## src/rtl/scfifo_pkg.sv

```systemverilog
// Shared constants and helpers for the scfifo stream reader.
package scfifo_pkg;

  // Legal scfifo read latencies: without / with the RAM output register
  localparam int unsigned RL_NO_OUTREG = 1;
  localparam int unsigned RL_OUTREG    = 2;

  // True when the latency matches one of the scfifo output modes
  function automatic bit rl_is_legal(input int unsigned rl);
    return (rl == RL_NO_OUTREG) || (rl == RL_OUTREG);
  endfunction

  // Bits needed to hold a count from 0 up to depth inclusive
  function automatic int unsigned count_width(input int unsigned depth);
    return $clog2(depth + 1);
  endfunction

endpackage

```

## src/rtl/scfifo_reader_skid.sv

```systemverilog
// Circular skid buffer: push at the tail, pop from the head, registered count.
module scfifo_reader_skid
  import scfifo_pkg::*;
#(
  parameter int unsigned WIDTH = 20,
  parameter int unsigned DEPTH = 2
) (
  input  logic                            clock,
  input  logic                            sclr,
  input  logic                            push,
  input  logic [WIDTH-1:0]                push_data,
  input  logic                            pop,
  output logic                            valid,
  output logic [WIDTH-1:0]                head,
  output logic [count_width(DEPTH)-1:0]   count
);

  localparam int unsigned CW = count_width(DEPTH);
  localparam int unsigned PW = (DEPTH > 1) ? $clog2(DEPTH) : 1;
  localparam logic [PW-1:0] LAST = PW'(DEPTH - 1);

  logic [WIDTH-1:0] mem [DEPTH];
  logic [PW-1:0]    wr_ptr;
  logic [PW-1:0]    rd_ptr;
  logic             do_pop;

  // Pointers wrap by explicit compare so any depth works
  function automatic logic [PW-1:0] ptr_inc(input logic [PW-1:0] p);
    return (p == LAST) ? '0 : p + PW'(1);
  endfunction

  assign do_pop = pop & valid;
  assign head   = mem[rd_ptr];

  // Storage write at the tail; contents need no reset
  always_ff @(posedge clock) begin
    if (push) begin
      mem[wr_ptr] <= push_data;
    end
  end

  // Pointer, count and valid bookkeeping
  always_ff @(posedge clock) begin
    if (sclr) begin
      wr_ptr <= '0;
      rd_ptr <= '0;
      count  <= '0;
      valid  <= 1'b0;
    end else begin
      if (push) begin
        wr_ptr <= ptr_inc(wr_ptr);
      end
      if (do_pop) begin
        rd_ptr <= ptr_inc(rd_ptr);
      end
      case ({push, do_pop})
        2'b10: begin
          count <= count + CW'(1);
          valid <= 1'b1;
        end
        2'b01: begin
          count <= count - CW'(1);
          valid <= (count != CW'(1));
        end
        default: begin
        end
      endcase
    end
  end

endmodule

```

## src/rtl/scfifo_stream_reader.sv

```systemverilog
// Turns a non-showahead scfifo into a valid/ready stream via a skid buffer.
module scfifo_stream_reader
  import scfifo_pkg::*;
#(
  parameter int unsigned WIDTH        = 20,
  parameter int unsigned READ_LATENCY = 1,
  parameter int unsigned BUF_DEPTH    = READ_LATENCY + 1
) (
  input  logic                              clock,
  input  logic                              sclr,
  input  logic                              fifo_empty,
  input  logic [WIDTH-1:0]                  fifo_q,
  output logic                              fifo_rdreq,
  output logic                              out_valid,
  input  logic                              out_ready,
  output logic [WIDTH-1:0]                  out_data,
  output logic [count_width(BUF_DEPTH)-1:0] out_count
);

  localparam int unsigned CW = count_width(BUF_DEPTH);
  localparam int unsigned OW = CW + 1;

  // Reject latencies the scfifo cannot produce and buffers too small to stream
  if (!rl_is_legal(READ_LATENCY)) begin : g_bad_latency
    $error("READ_LATENCY must be 1 or 2");
  end
  if (BUF_DEPTH < READ_LATENCY + 1) begin : g_bad_depth
    $error("BUF_DEPTH must be at least READ_LATENCY+1");
  end

  logic [READ_LATENCY-1:0] rd_pipe;
  logic                    capture;
  logic                    pop;
  logic [OW-1:0]           inflight;
  logic [OW-1:0]           occupancy;

  assign capture = rd_pipe[READ_LATENCY-1];
  assign pop     = out_valid & out_ready;

  // Track issued reads until their data returns; sclr drops pending returns
  always_ff @(posedge clock) begin
    if (sclr) begin
      rd_pipe <= '0;
    end else begin
      rd_pipe <= READ_LATENCY'({rd_pipe, fifo_rdreq});
    end
  end

  // Reserve buffer space for reads in flight before issuing another
  always_comb begin
    inflight = '0;
    for (int i = 0; i < READ_LATENCY; i++) begin
      inflight = inflight + OW'(rd_pipe[i]);
    end
    occupancy  = OW'(out_count) + inflight - OW'(pop);
    fifo_rdreq = !fifo_empty && !sclr && (occupancy < OW'(BUF_DEPTH));
  end

  scfifo_reader_skid #(
    .WIDTH (WIDTH),
    .DEPTH (BUF_DEPTH)
  ) u_skid (
    .clock     (clock),
    .sclr      (sclr),
    .push      (capture),
    .push_data (fifo_q),
    .pop       (out_ready),
    .valid     (out_valid),
    .head      (out_data),
    .count     (out_count)
  );

endmodule

```

## config.mk

```make
export PLATFORM = sky130hd
export DESIGN_NAME = scfifo_stream_reader
export DESIGN_NICKNAME = d
export VERILOG_FILES = /design/src/rtl/scfifo_pkg.sv /design/src/rtl/scfifo_reader_skid.sv /design/src/rtl/scfifo_stream_reader.sv
export SDC_FILE = /design/constraint.sdc
export NUM_CORES = 1
export LEC_CHECK = 0
export ABC_AREA = 1
export CORE_ASPECT_RATIO = 1.5
export CORE_MARGIN = 3
export CORE_UTILIZATION = 47
export CTS_CLUSTER_DIAMETER = 40
export DETAILED_ROUTE_END_ITERATION = 10
export GPL_ROUTABILITY_DRIVEN = 0
export PLACE_DENSITY_LB_ADDON = 0.2
export SYNTH_ARGS = -nofsm -noshare
export SYNTH_HDL_FRONTEND = slang
export SYNTH_SLANG_ARGS = --single-unit
```

## constraint.sdc

```tcl
create_clock -name clock -period 3.05 [get_ports clock]
set_input_delay 0.7625 -clock clock [delete_from_list [all_inputs] [get_ports clock]]
set_output_delay 0.7625 -clock clock [all_outputs]
set_load 0.02 [all_outputs]
```

==> metrics <==
share of cells above drive strength 1=approximately a tenth; Crit Path Category=primary input to primary output; Wirelength per Cell=about 14 um; remaining global-route overflow=0; synthesis-stage register bit count=47; Cell Rows=27; classification of the worst-slack hold path=register to register; setup slack at placement=-0.850 ns; post-synth top area cell=edfxtp_1; area share of the largest cell type after synthesis=between 60% and 70%; Die Width=56.9 um; CTS tree=yes; Die Area=4680 um2; Die H=approximately 80 um; H-Tree Depth=2; Peak VDD IR=0.000592 V; Total Power=~0.0020 W; fill cell count=about 290; Vias/cell=~4.7; area of the multi-input gates=392 um2; Worst Tran Pin Value=0.967 ns; DRC=0; P&R area growth vs syn=36.4%; number of global-route vias before repair=1,284; placed cells=~240; critical path peak fanout=2; Netlist Area Pre-Place=1830 um2; flop2flop setup slack=1.35 ns; worst path cell trace=buf_6, nand2_2, inv_2, ha_4, or2_4, fa_2, nand2_2, nor2_4, buf_6; core area=about 3700 um2; Antenna Violating Nets Remaining=0; slew margin rel.=35.4%; DRT Wirelength=3.41 mm; period utilization=97.2%; routed via count=1,195; Max Root-Sink Buffers=2; hold_ws=0.501 ns; drt first-iter violations=between 50 and 60; RSZ-0062 raised after global routing=no; Critical Path Source Type=primary input; cts bufs inserted=5; CP Data Arrival Time=2.20 ns; First-pass DRT Iterations=4; Register Area=roughly 1300 um2; Synth area leaders=edfxtp_1 66%, dfxtp_1 7.7%, nand2_1 6.4%; post-synthesis average cell area=around 12 um2; Worst-Skew Late Latency=0.29 ns; hold_buf cts=0; I/O pin count=48; initial antenna violation count=0; final hold vios=0; outcome=finished, final reports clean; most frequent cells in the layout=45 x clkdlybuf4s50_1, 40 x edfxtp_1, 29 x inv_1, 29 x nand2_1, 21 x o21ai_0; Starting Density=49.1%; first-pass GRT wire length=~5.5 mm; Final min period=2.96 ns; clock skew=~0.0053 ns; CP max-delay cell=fa_2; CTS sink cnt=47; antenna fix cells=0; gr usage total=15.9%; Synth Net Count=181; DP HPWL=~2.3 mm; Mapped Cells=153; post-route setup slack=~0.086 ns; max cap viols=0; port buffer count=47; Final #Nets=236; sequential area share after synthesis=73.5%; max-slew violations=0; largest net degree at the start of global routing=22; Ys Warns=0; Root Buffer=clkbuf_8; Synth cell types=14; Required @ worst endpoint=between 2 and 2.5 ns; clock-pin slew of the registers on the worst-case setup and hold paths=roughly 0.070 ns; most common cell after layout, fill and taps aside=clkdlybuf4s50_1; max incr delay on CP=0.52 ns; pwr dens=797 nW/um2; Post-Layout Cell Count=252; final setup fails=0; crit path capture type=primary output; Leak Pwr=0.953 nW; Max Fclk=337 MHz
==> sequential cells by signal (all words and copies together) (netlist names), named ones only <==
name / count
u_skid.mem: 40
u_skid.wr_ptr: 1
u_skid.count: 2
u_skid.rd_ptr: 1
capture: 1
u_skid.valid: 1
==> synth_stat cells <==
cell type	number
edfxtp_1	40
nand2_1	31
inv_1	30
o21ai_0	21
nor2_1	10
dfxtp_1	7
buf_2	4
ha_1	3
a21oi_1	2
fa_1	1
nand3_1	1
nor3_1	1
or2_2	1
xor2_1	1
==> power by group <==
part	total [W]	internal [W]	switching, W
logic	0.000770	0.000338	0.000432
clock network	0.000346	0.000163	0.000183
registers	0.000868	0.000822	0.0000467
total	0.00198	0.00132	0.000661
==> critical path: cells and delay by family <==
kind | cells | cell delay (ns)
buffers and inverters | 3 | 0.26
AND/OR/NAND/NOR | 4 | 0.43
adder cells (fa/ha/maj) | 2 | 0.74
==> what timing repair did <==
action	in CTS	in global routing
pin swaps	5	1
endpoints found under the setup margin	1	1
endpoints found under the hold margin	0	0
gates resized for setup	14	5
setup buffers	0	0
==> logic make-up (layout without fill, tap and decap cells) <==
logic type | Yosys count | count (layout) | synth area share [%]
buffers and inverters | 34 | 90 | 7.27
and+or+nand+nor | 44 | 44 | 9.32
DFF | 47 | 47 | 73.5
adders and majority gates | 4 | 4 | 3.15
xor gates and xnor gates | 1 | 1 | 0.480
AOI/OAI and AO/OA | 23 | 23 | 6.31
==> layout make-up <==
cell class,instances,area share (%)
flip-flops and latches,47,53.9
repair buffers,52,20.5
multi-input cells,72,15.7
inverters,30,4.52
clock buffers,8,3.22
well taps,43,2.16
==> metal layers <==
layer,vias up,track usage (%),wire (um)
li1,605,-,-
met1,547,16.2,1280
met2,35,29.2,1860
met3,8,5.29,194
met4,0,7.66,79
met5,-,0,0
==> final timing paths <==
check | from | end | cells after the start
worst max register to register | u_skid.valid | capture | 7
worst min-delay path | capture | u_skid.wr_ptr | 2
worst max-delay path | out_ready | fifo_rdreq | 9
worst min register to register | capture | u_skid.wr_ptr | 2
==> through the flow <==
stage | utilization, % | area [um2] | TNS (ns)
floorplan | - | 1830 | 0
global placement | 63.8 | 2370 | -0.808
detailed placement | 63.8 | 2370 | -0.850
global route | 67.0 | 2490 | 0
finish | 67.0 | 2490 | 0
CTS | 66.2 | 2460 | 0
Note: power is estimated with default switching activity, not from simulation.
